## config.mk

```make
export PLATFORM = sky130hd
export DESIGN_NAME = conv1d_mac_engine_flat
export DESIGN_NICKNAME = d
export VERILOG_FILES = /design/src/rtl/conv1d_mac_if.sv /design/src/rtl/conv1d_mac_engine.sv /design/src/flat_wrapper.sv
export SDC_FILE = /design/constraint.sdc
export NUM_CORES = 1
export LEC_CHECK = 0
export CAP_MARGIN = 5
export CORE_UTILIZATION = 60
export DETAILED_ROUTE_END_ITERATION = 6
export GPL_ROUTABILITY_DRIVEN = 0
export PLACE_DENSITY = 0.81
export SKIP_CTS_REPAIR_TIMING = 1
export SYNTH_ARGS = -nofsm -noshare
export SYNTH_HDL_FRONTEND = slang
export SYNTH_SLANG_ARGS = --single-unit
```

## constraint.sdc

```tcl
create_clock -name clk -period 20.3 [get_ports clk]
set_clock_uncertainty 0.2 [all_clocks]
set_input_delay 4.06 -clock clk [delete_from_list [all_inputs] [get_ports clk]]
set_output_delay 4.06 -clock clk [all_outputs]
set_load 0.02 [all_outputs]
```

## src/rtl/conv1d_mac_if.sv

```systemverilog
// Bus bundle between the convolution wrapper and conv1d_mac_engine.
// It carries the job control (start, sizes, shift, saturation), the X/Y
// read ports, the Z write port and the status flags (busy, done, err).
//   master : wrapper side, which drives job control and the X/Y read data
//   slave  : engine side, which drives the addresses, Z write and status
// The parameters must match the ones given to the engine.
interface conv1d_mac_if #(
   parameter int DATA_W = 16,
   parameter int OUT_W  = 32,
   parameter int MAX_X  = 64,
   parameter int MAX_Y  = 64
);
   localparam int XW = $clog2(MAX_X);
   localparam int YW = $clog2(MAX_Y);
   localparam int ZW = $clog2(MAX_X + MAX_Y - 1);

   logic              start;
   logic [XW:0]       size_x;
   logic [YW:0]       size_y;
   logic [4:0]        shift;
   logic              sat_en;
   logic [XW-1:0]     mem_x_addr;
   logic [DATA_W-1:0] mem_x_data;
   logic [YW-1:0]     mem_y_addr;
   logic [DATA_W-1:0] mem_y_data;
   logic [ZW-1:0]     mem_z_addr;
   logic [OUT_W-1:0]  mem_z_data;
   logic              mem_z_we;
   logic              busy;
   logic              done;
   logic              err;

   modport master (
      output start, size_x, size_y, shift, sat_en, mem_x_data, mem_y_data,
      input  mem_x_addr, mem_y_addr, mem_z_addr, mem_z_data, mem_z_we,
             busy, done, err
   );

   modport slave (
      input  start, size_x, size_y, shift, sat_en, mem_x_data, mem_y_data,
      output mem_x_addr, mem_y_addr, mem_z_addr, mem_z_data, mem_z_we,
             busy, done, err
   );
endinterface

```

## src/rtl/conv1d_mac_engine.sv

```systemverilog
// 1-D linear convolution core: Z[n] = sum_k X[k]*Y[n-k], n = 0..Nx+Ny-2.
// One multiply-accumulate per cycle, reading X and Y from synchronous
// memories owned by the wrapper (read data valid one cycle after address).
// Ports:
//   clk    clock
//   rst_a  synchronous active-high reset
//   en_s   clock enable; when low the engine is frozen and mem_z_we is low
//   bus    conv1d_mac_if slave: start/size_x/size_y/shift/sat_en in,
//          X/Y read ports, Z write port, busy/done/err out
//
// state   | meaning
// --------+-------------------------------------------------------------
// S_IDLE  | waiting for start; job parameters latched on accept
// S_MAC   | one X/Y address pair per cycle for output n (k = kmin..kmax);
//         | first MAC cycle also rejects illegal sizes
// S_DRAIN | adds the product for the last address pair issued
// S_WRITE | mem_z_we pulse for Z[n]; advance to next n or finish
// S_DONE  | done pulse, busy low; back to S_IDLE
module conv1d_mac_engine #(
   parameter int DATA_W = 16,
   parameter int OUT_W  = 32,
   parameter int MAX_X  = 64,
   parameter int MAX_Y  = 64,
   parameter bit SIGNED = 1'b1,
   parameter int ACC_W  = 2*DATA_W + 7
) (
   input logic         clk,
   input logic         rst_a,
   input logic         en_s,
   conv1d_mac_if.slave bus
);
   localparam int XW = $clog2(MAX_X);
   localparam int YW = $clog2(MAX_Y);
   localparam int ZW = $clog2(MAX_X + MAX_Y - 1);
   // one spare bit so size compares and n+1 never wrap
   localparam int CW = ZW + 1;

   localparam logic [CW-1:0]    ONE_C   = CW'(1);
   localparam logic [CW-1:0]    TWO_C   = CW'(2);
   localparam logic [XW:0]      MAX_X_L = (XW+1)'(MAX_X);
   localparam logic [YW:0]      MAX_Y_L = (YW+1)'(MAX_Y);
   localparam logic [OUT_W-1:0] SMAX    = {1'b0, {(OUT_W-1){1'b1}}};
   localparam logic [OUT_W-1:0] SMIN    = {1'b1, {(OUT_W-1){1'b0}}};

   typedef enum logic [2:0] {
      S_IDLE, S_MAC, S_DRAIN, S_WRITE, S_DONE
   } state_t;

   state_t state, state_nxt;

   logic [CW-1:0]    nx_q, ny_q, n_q, k_q;
   logic [4:0]       shift_q;
   logic             sat_q, bad_q, first_q, err_q;
   logic [ACC_W-1:0] acc_q;
   logic [ZW-1:0]    z_addr_q;
   logic [OUT_W-1:0] z_data_q;

   logic [CW-1:0]       kmax, n_last, n_inc, ny_m1, kmin_next;
   logic                last_term, last_out, size_bad;
   logic [2*DATA_W-1:0] x_ext, y_ext, prod_raw;
   logic [ACC_W-1:0]    prod_ext, acc_sum, shifted;
   logic [OUT_W-1:0]    z_fmt;

   // ---------------- index arithmetic ----------------
   always_comb begin
      kmax      = (n_q < nx_q - ONE_C) ? n_q : nx_q - ONE_C;
      n_last    = nx_q + ny_q - TWO_C;
      n_inc     = n_q + ONE_C;
      ny_m1     = ny_q - ONE_C;
      kmin_next = (n_inc >= ny_m1) ? n_inc - ny_m1 : '0;
      last_term = (k_q == kmax);
      last_out  = (n_q == n_last);
      size_bad  = (bus.size_x == '0) || (bus.size_y == '0) ||
                  (bus.size_x > MAX_X_L) || (bus.size_y > MAX_Y_L);
   end

   // ---------------- product and accumulate ----------------
   // Extending both operands to 2*DATA_W and keeping the low half of the
   // product gives the exact signed or unsigned product.
   always_comb begin
      x_ext    = {{DATA_W{SIGNED & bus.mem_x_data[DATA_W-1]}}, bus.mem_x_data};
      y_ext    = {{DATA_W{SIGNED & bus.mem_y_data[DATA_W-1]}}, bus.mem_y_data};
      prod_raw = x_ext * y_ext;
      prod_ext = {{(ACC_W-2*DATA_W){SIGNED & prod_raw[2*DATA_W-1]}}, prod_raw};
      acc_sum  = acc_q + prod_ext;
   end

   // ---------------- output formatting f(acc) ----------------
   always_comb begin
      shifted = '0;
      if (SIGNED) shifted = $signed(acc_sum) >>> shift_q;
      else        shifted = acc_sum >> shift_q;
      z_fmt = shifted[OUT_W-1:0];
      if (sat_q) begin
         if (SIGNED) begin
            // in range only if all bits from OUT_W-1 upward agree
            if (!((&shifted[ACC_W-1:OUT_W-1]) || (~|shifted[ACC_W-1:OUT_W-1])))
               z_fmt = shifted[ACC_W-1] ? SMIN : SMAX;
         end else if (|shifted[ACC_W-1:OUT_W]) begin
            z_fmt = '1;
         end
      end
   end

   // ---------------- FSM ----------------
   always_ff @(posedge clk) begin
      if (rst_a)     state <= S_IDLE;
      else if (en_s) state <= state_nxt;
   end

   always_comb begin
      state_nxt = state;
      case (state)
         S_IDLE:  if (bus.start) state_nxt = S_MAC;
         S_MAC: begin
            if (bad_q)          state_nxt = S_DONE;
            else if (last_term) state_nxt = S_DRAIN;
         end
         S_DRAIN: state_nxt = S_WRITE;
         S_WRITE: state_nxt = last_out ? S_DONE : S_MAC;
         S_DONE:  state_nxt = S_IDLE;
         default: state_nxt = S_IDLE;
      endcase
   end

   // ---------------- datapath registers ----------------
   always_ff @(posedge clk) begin
      if (rst_a) begin
         nx_q     <= '0;
         ny_q     <= '0;
         n_q      <= '0;
         k_q      <= '0;
         shift_q  <= '0;
         sat_q    <= 1'b0;
         bad_q    <= 1'b0;
         first_q  <= 1'b0;
         err_q    <= 1'b0;
         acc_q    <= '0;
         z_addr_q <= '0;
         z_data_q <= '0;
      end else if (en_s) begin
         case (state)
            S_IDLE: begin
               if (bus.start) begin
                  nx_q    <= CW'(bus.size_x);
                  ny_q    <= CW'(bus.size_y);
                  shift_q <= bus.shift;
                  sat_q   <= bus.sat_en;
                  bad_q   <= size_bad;
                  err_q   <= 1'b0;
                  n_q     <= '0;
                  k_q     <= '0;
                  first_q <= 1'b1;
                  acc_q   <= '0;
               end
            end
            S_MAC: begin
               if (bad_q) begin
                  err_q <= 1'b1;
               end else begin
                  // the first cycle of each output has no read data yet
                  if (!first_q) acc_q <= acc_sum;
                  first_q <= 1'b0;
                  if (!last_term) k_q <= k_q + ONE_C;
               end
            end
            S_DRAIN: begin
               acc_q    <= acc_sum;
               z_data_q <= z_fmt;
               z_addr_q <= n_q[ZW-1:0];
            end
            S_WRITE: begin
               if (!last_out) begin
                  n_q     <= n_inc;
                  k_q     <= kmin_next;
                  first_q <= 1'b1;
                  acc_q   <= '0;
               end
            end
            default: ;
         endcase
      end
   end

   // ---------------- outputs ----------------
   // n-k is always below Ny, so the low YW bits of the difference suffice.
   assign bus.mem_x_addr = k_q[XW-1:0];
   assign bus.mem_y_addr = n_q[YW-1:0] - k_q[YW-1:0];
   assign bus.mem_z_addr = z_addr_q;
   assign bus.mem_z_data = z_data_q;
   assign bus.mem_z_we   = en_s && (state == S_WRITE);
   assign bus.busy       = (state == S_MAC) || (state == S_DRAIN) || (state == S_WRITE);
   assign bus.done       = (state == S_DONE);
   assign bus.err        = err_q;
endmodule

```

## src/flat_wrapper.sv

```systemverilog
// flat-port wrapper written by rule: the top's interface ports become plain ports
module conv1d_mac_engine_flat 
#(
   parameter int DATA_W = 16,
   parameter int OUT_W  = 32,
   parameter int MAX_X  = 64,
   parameter int MAX_Y  = 64,
   parameter bit SIGNED = 1'b1,
   parameter int ACC_W  = 2*DATA_W + 7
)
  (clk, rst_a, en_s, bus_start, bus_size_x, bus_size_y, bus_shift, bus_sat_en, bus_mem_x_data, bus_mem_y_data, bus_mem_x_addr, bus_mem_y_addr, bus_mem_z_addr, bus_mem_z_data, bus_mem_z_we, bus_busy, bus_done, bus_err);
  conv1d_mac_if #(.DATA_W(DATA_W), .OUT_W(OUT_W), .MAX_X(MAX_X), .MAX_Y(MAX_Y)) bus_i ();
  input logic clk;
  input logic rst_a;
  input logic en_s;
  input wire logic [$bits(bus_i.start)-1:0] bus_start;
  input wire logic [$bits(bus_i.size_x)-1:0] bus_size_x;
  input wire logic [$bits(bus_i.size_y)-1:0] bus_size_y;
  input wire logic [$bits(bus_i.shift)-1:0] bus_shift;
  input wire logic [$bits(bus_i.sat_en)-1:0] bus_sat_en;
  input wire logic [$bits(bus_i.mem_x_data)-1:0] bus_mem_x_data;
  input wire logic [$bits(bus_i.mem_y_data)-1:0] bus_mem_y_data;
  output wire logic [$bits(bus_i.mem_x_addr)-1:0] bus_mem_x_addr;
  output wire logic [$bits(bus_i.mem_y_addr)-1:0] bus_mem_y_addr;
  output wire logic [$bits(bus_i.mem_z_addr)-1:0] bus_mem_z_addr;
  output wire logic [$bits(bus_i.mem_z_data)-1:0] bus_mem_z_data;
  output wire logic [$bits(bus_i.mem_z_we)-1:0] bus_mem_z_we;
  output wire logic [$bits(bus_i.busy)-1:0] bus_busy;
  output wire logic [$bits(bus_i.done)-1:0] bus_done;
  output wire logic [$bits(bus_i.err)-1:0] bus_err;
  assign bus_i.start = bus_start;
  assign bus_i.size_x = bus_size_x;
  assign bus_i.size_y = bus_size_y;
  assign bus_i.shift = bus_shift;
  assign bus_i.sat_en = bus_sat_en;
  assign bus_i.mem_x_data = bus_mem_x_data;
  assign bus_i.mem_y_data = bus_mem_y_data;
  assign bus_mem_x_addr = bus_i.mem_x_addr;
  assign bus_mem_y_addr = bus_i.mem_y_addr;
  assign bus_mem_z_addr = bus_i.mem_z_addr;
  assign bus_mem_z_data = bus_i.mem_z_data;
  assign bus_mem_z_we = bus_i.mem_z_we;
  assign bus_busy = bus_i.busy;
  assign bus_done = bus_i.done;
  assign bus_err = bus_i.err;
  conv1d_mac_engine #(.DATA_W(DATA_W), .OUT_W(OUT_W), .MAX_X(MAX_X), .MAX_Y(MAX_Y), .SIGNED(SIGNED), .ACC_W(ACC_W)) u_core (.clk(clk), .rst_a(rst_a), .en_s(en_s), .bus(bus_i));
endmodule
```

# == Word-level counts from Yosys, hierarchy flattened ==
# Index checks and enable logic that the tools add are counted.
# classes
add_sub_neg,9
order_cmp,4
n_eq_ne,13
shift,1
n_reduce_logical,25
n_mux,29
multipliers,1
# op_table
operator,n
$mux W39,4
$pmux W39 S4,1
$mux W32,3
$mux W8,7
$add A39 B39 Y39,1
$sshr A39 B5 Y39,1
$mul A16 B16 Y32,1
$pmux W8 S3,1
$add A8 B1 Y8 const B,2
$eq A8 B8 Y1,2
$pmux W8 S2,1
$sub A7 B1 Y8 const B,2
$gt A7 B7 Y1 const B,2
$logic_not A7 Y1,2
$mux W3,4
$pmux W3 S4,1
$reduce_and A6 Y1,2
$ne A2 B2 Y1 const B,5
$add A7 B7 Y8,1
$ge A8 B8 Y1,1
$lt A8 B8 Y1,1
$reduce_and A4 Y1,2
$reduce_and A8 Y1,1
$reduce_or A8 Y1,1
other kinds (21),33
# totals
regBits,120
out_inout_bits,55
in_bits,56
elab_cells,95

# == Longest topological paths before layout ==
# logic_depth
ltp_word,8
ltp_mapped,40
depth_no_buf,37

# == Least setup slack after synthesis ==
# No wires, ideal clock.
# synth_timing
path_type,input port to flip-flop
startpoint,input bus_mem_y_data[1]
endpoint,"register u_core.z_data_q[10], in the netlist u_core.bus.mem_z_data[10]"
t_required_ns,19.972
n_path_buf,3
stages,36
setup_time_ns,0.128
path_slack_ns,6.807
arrival_time_ns,13.166
path_cell_list,clkbuf_1 nand2_1 fa_1 fa_1 fa_1 inv_1 fa_1 fa_1 inv_1 fa_1 inv_1 ha_1 a21o_1 a2111o_1 o21a_1 a21oi_1 a21oi_1 a311o_1 a31o_2 a21oi_1 xnor2_1 ha_1 clkbuf_1 and3_1 and2_1 a221o_1 a31oi_1 nand4_1 and3_1 or2_2 o2111ai_1 o221ai_1 o311a_4 buf_6 a221oi_1 o21ai_1
# synth_via
elab_chain_len,8
word_cells_on_any_way,10
classes_between,add/sub: 1; mul: 1; shift: 1; mux: 3; reduce/logical: 4
# synth_lines
item,line,text
from (decl),flat_wrapper.sv:22,input wire logic [$bits(bus_i.mem_y_data)-1:0] bus_mem_y_data;
$mul A16 B16 Y32 *,conv1d_mac_engine.sv:83,prod_raw = x_ext * y_ext;
$add A39 B39 Y39 *,conv1d_mac_engine.sv:85,acc_sum = acc_q + prod_ext;
$sshr A39 B5 Y39 *,conv1d_mac_engine.sv:91,if (SIGNED) shifted = $signed(acc_sum) >>> shift_q;
$reduce_or A8 Y1,conv1d_mac_engine.sv:97,if (!((&shifted[ACC_W-1:OUT_W-1]) || (~|shifted[ACC_W-1:OUT_W-1])))
$logic_not A1 Y1,conv1d_mac_engine.sv:97,
$logic_or A1 B1 Y1,conv1d_mac_engine.sv:97,
$mux W32,conv1d_mac_engine.sv:97,
$mux W32 *,conv1d_mac_engine.sv:94,if (sat_q) begin
to (signal assigned),conv1d_mac_engine.sv:169,z_data_q <= z_fmt;
to (decl),conv1d_mac_engine.sv:56,logic [OUT_W-1:0] z_data_q;
# Every way passes the cells marked *; elsewhere a longest branch is shown, timed or not.
# A chain may end at the register's enable or synchronous reset.

# == Final worst setup path ==
# layout_timing
startpoint,input bus_mem_y_data[1]
endpoint,"register u_core.z_data_q[28], in the netlist u_core.bus.mem_z_data[28]"
# Same word-level chain as after synthesis.

==> flow_metrics.tcl <==
set metrics [dict create \
    r2r.worst_path.cells 15 \
    worstSetupPathDepth 32 \
    detail-route-antenna-nets 0 \
    worst-path-max-fanout 25 \
    cts_max_level 4 \
    synthesis.area_sq_um 20800 \
    post_route_cells_drive_above_1_share_pct 4.56 \
    hold_path_class "flip-flop to flip-flop" \
    fin_tns_setup_ns 0 \
    route.detailed.vias_per_inst 6.07 \
    die_x_um 188 \
    core_region_area_sq_um 33900 \
    clkSinkCount 120 \
    cts.root.buffer_cell "sky130_fd_sc_hd__clkbuf_16" \
    design.final.nets 2990 \
    yosys-top-cells-count "sky130_fd_sc_hd__inv_1 (353), sky130_fd_sc_hd__nand2_1 (285), sky130_fd_sc_hd__fa_1 (266)" \
    unrepaired_setup_endpoints_after_global_routing "no" \
    final_area_sq_um 22600 \
    grt_overflow 0 \
    die_y_um 188 \
    critical_path_buf_inv_count 4 \
    total_routing_usage_reported_by_global_routing_pct 30.7 \
    fin_crit_ns 15.43 \
    floorplan.die_area_sq_um 35400 \
    synth_most_common_cell "sky130_fd_sc_hd__inv_1" \
    syn_inst 2503 \
    final_number_of_setup_violating_endpoints 0 \
    timing.fmax_ghz 0.0648 \
    placement.cell_area_sq_um 22000 \
    clk_pin_slew_ns 0.06 \
    r2r-start "u_core.acc_q[0]" \
    worst-r2r-setup-slack_ns 14.59 \
    worstSetupPathType "primary input to flip-flop" \
    critPathRequiredTime_ns 20.40 \
    clkLatencyLatePin_ns 0.43 \
    site_row_count 67 \
    place.detailed.hpwl_um 41100 \
    route.detailed.drc 0 \
    yosys.area.top_type_share_pct 25.6 \
    place.port_buffers 110 \
    first_global_vias 18600 \
    drt-total-wl_um 52200 \
    worst_setup_path_startpoint "bus_mem_y_data[1]" \
    min_path_cells 2 \
    slew_viol_final 0 \
    synth_top_flop_cell "sky130_fd_sc_hd__dfxtp_1" \
    synth_sequential_area_ratio_pct 11.5 \
    timing.rr.end "u_core.bus.mem_z_data[28]" \
    yosys_warnings 0 \
    min_delay_worst_endpoint "u_core.bus.mem_z_data[25]" \
    holdCritStartpoint "u_core.bus.mem_z_data[25]" \
    count_of_different_cell_masters_after_synthesis 89 \
    first_drt_pass_iteration_count 7 \
    timing.critical_path.to_type "flip-flop" \
    syn2layout_area_growth_pct 8.80 \
    synth_top_cell_by_area "sky130_fd_sc_hd__fa_1" \
    post_synth.cell_area_avg_sq_um 8.31 \
    initial_antenna_violation_count 0 \
    worst_path_max_delay_cell "sky130_fd_sc_hd__fa_1" \
    floorplan.initialDensity_pct 61.4 \
    number_of_enable_type_register_cells_in_the_synthesized_netlist 0 \
    cpLargestDelayFamily "adder cells" \
    status "finished clean" \
    grt_first_pass_wirelength_um 88800 \
    cts_buffers 17 \
    cts_tree "yes" \
    count_of_vias_placed_by_the_detailed_router 18000 \
    ys_top_cells_by_area "sky130_fd_sc_hd__fa_1 (26%), sky130_fd_sc_hd__dfxtp_1 (12%), sky130_fd_sc_hd__ha_1 (9.4%), sky130_fd_sc_hd__inv_1 (6.4%), sky130_fd_sc_hd__nand2_1 (5.1%)" \
    grt_max_degree 94 \
    cp-start-kind "primary input" \
    avgRoutedWirePerCell_um 17.6 \
    synth-async-reset-ratio_pct 0 \
    timing.slew.headroom_pct 32.5 \
    min_period_over_period_pct 76.0 \
    critPathMaxStageDelay_ns 0.92 \
    max_slew.worst_pin.slew_ns 1.01 \
    synth.ff_latch_count 120 \
    detailedRoute.firstIterationViolations 1662 \
    worst_hold_slack_ns 0.246 \
    finalHoldViolations 0 \
    cell_repeated_most_along_the_worst_path "sky130_fd_sc_hd__fa_1" \
    postSynthNetCount 2982 \
    max-clock-path-buffers 2 \
    antenna_cell_count 0 \
    worst-endpoint-arrival_ns 15.53 \
    max_capacitance_violation_total 0 \
    io-pin-count 111 \
]
==> layer usage <==
metal	up-vias	GRT usage, %	share of wire, %
li1	8356	-	-
met1	8816	38.3	40
met2	701	53.4	50
met3	168	4.32	6.5
met4	0	12.2	3.7
met5	-	0	0
==> sequential cells by signal, indices dropped and copies added, names as in the netlist <==
signal,flops
u_core.sat_q,1
u_core.bus.err,1
u_core.shift_q,5
u_core.ny_q,7
u_core.n_q,8
u_core.state,3
u_core.k_q,8
u_core.bus.mem_z_data,32
u_core.nx_q,7
u_core.acc_q,39
u_core.bus.mem_z_addr,7
u_core.first_q,1
u_core.bad_q,1
==> how the worst max path moves through the flow <==
| stage | endpoint | slack (ns) |
|---|---|---|
| finish | u_core.bus.mem_z_data[28] | 4.87 |
| global route | u_core.bus.mem_z_data[10] | 4.31 |
| floorplan | u_core.bus.mem_z_data[10] | 6.81 |
| global placement | u_core.bus.mem_z_data[30] | 4.91 |
| detailed placement | u_core.bus.mem_z_data[28] | 4.67 |
| CTS | u_core.bus.mem_z_data[28] | 5.07 |
==> metrics by stage <==
stage                     utilization [%]  setup slack, ns  std cells
after floorplan                         -             6.81       2503
after global placement               65.0             4.91       2940
after detailed placement             65.0             4.67       2940
after CTS                            66.9             5.07       2971
after global routing                 66.9             4.31       2971
final                                66.9             4.87       2971
==> cell families (layout without fill, tap and decap cells) <==
group / Yosys count / in the layout / synth area share [%]
AO/OA/AOI/OAI: 506 / 506 / 17.3
flip-flops: 120 / 120 / 11.5
XOR/XNOR: 119 / 119 / 5.10
multiplexers: 71 / 71 / 4.45
AND/OR/NAND/NOR: 778 / 778 / 17.6
adder cells (fa/ha/maj): 423 / 423 / 35.0
buffers and inverters: 486 / 506 / 8.98
==> final cells by class <==
type / instances / area, sq um
clock buffers: 22 / 454
clock inverters: 9 / 173
fillers: 2771 / 11200
inverters: 355 / 1330
multi-input cells: 1897 / 16500
flip-flops and latches: 120 / 2400
well taps: 448 / 561
repair buffers: 120 / 1170
==> worst register-to-register path: stages, from the launching register on <==
cell                       delay (ns)
sky130_fd_sc_hd__dfxtp_1         0.32
sky130_fd_sc_hd__ha_1            0.23
sky130_fd_sc_hd__fa_1            0.44
sky130_fd_sc_hd__a21oi_1         0.22
sky130_fd_sc_hd__o22ai_1         0.16
sky130_fd_sc_hd__o21ba_2         0.28
sky130_fd_sc_hd__a311oi_2        0.54
sky130_fd_sc_hd__or4_4           0.26
sky130_fd_sc_hd__nand4_1         0.18
sky130_fd_sc_hd__a31oi_1         0.32
sky130_fd_sc_hd__o21bai_4        0.11
sky130_fd_sc_hd__xnor2_4         0.28
sky130_fd_sc_hd__o221ai_1        0.64
sky130_fd_sc_hd__nand4_2         0.75
sky130_fd_sc_hd__a221oi_1        0.57
sky130_fd_sc_hd__o21ai_1         0.10
==> placed cells by master (no fill, tap or decap), types with 43 or more instances in the layout <==
cell type                         synthesis  layout
sky130_fd_sc_hd__inv_1                  353     353
sky130_fd_sc_hd__nand2_1                285     285
sky130_fd_sc_hd__fa_1                   266     266
sky130_fd_sc_hd__nor2_1                 167     166
sky130_fd_sc_hd__ha_1                   157     157
sky130_fd_sc_hd__and2_1                 146     146
sky130_fd_sc_hd__dfxtp_1                120     120
sky130_fd_sc_hd__a21oi_1                119     119
sky130_fd_sc_hd__clkdlybuf4s50_1          0     109
sky130_fd_sc_hd__xnor2_1                 92      92
sky130_fd_sc_hd__a22oi_1                 51      51
sky130_fd_sc_hd__o21ai_0                 49      49
sky130_fd_sc_hd__a21o_1                  45      45
sky130_fd_sc_hd__mux2i_1                 43      43
Power is not shown: default switching activity piles up to over one toggle a cycle in this logic, so the estimate is an artifact.
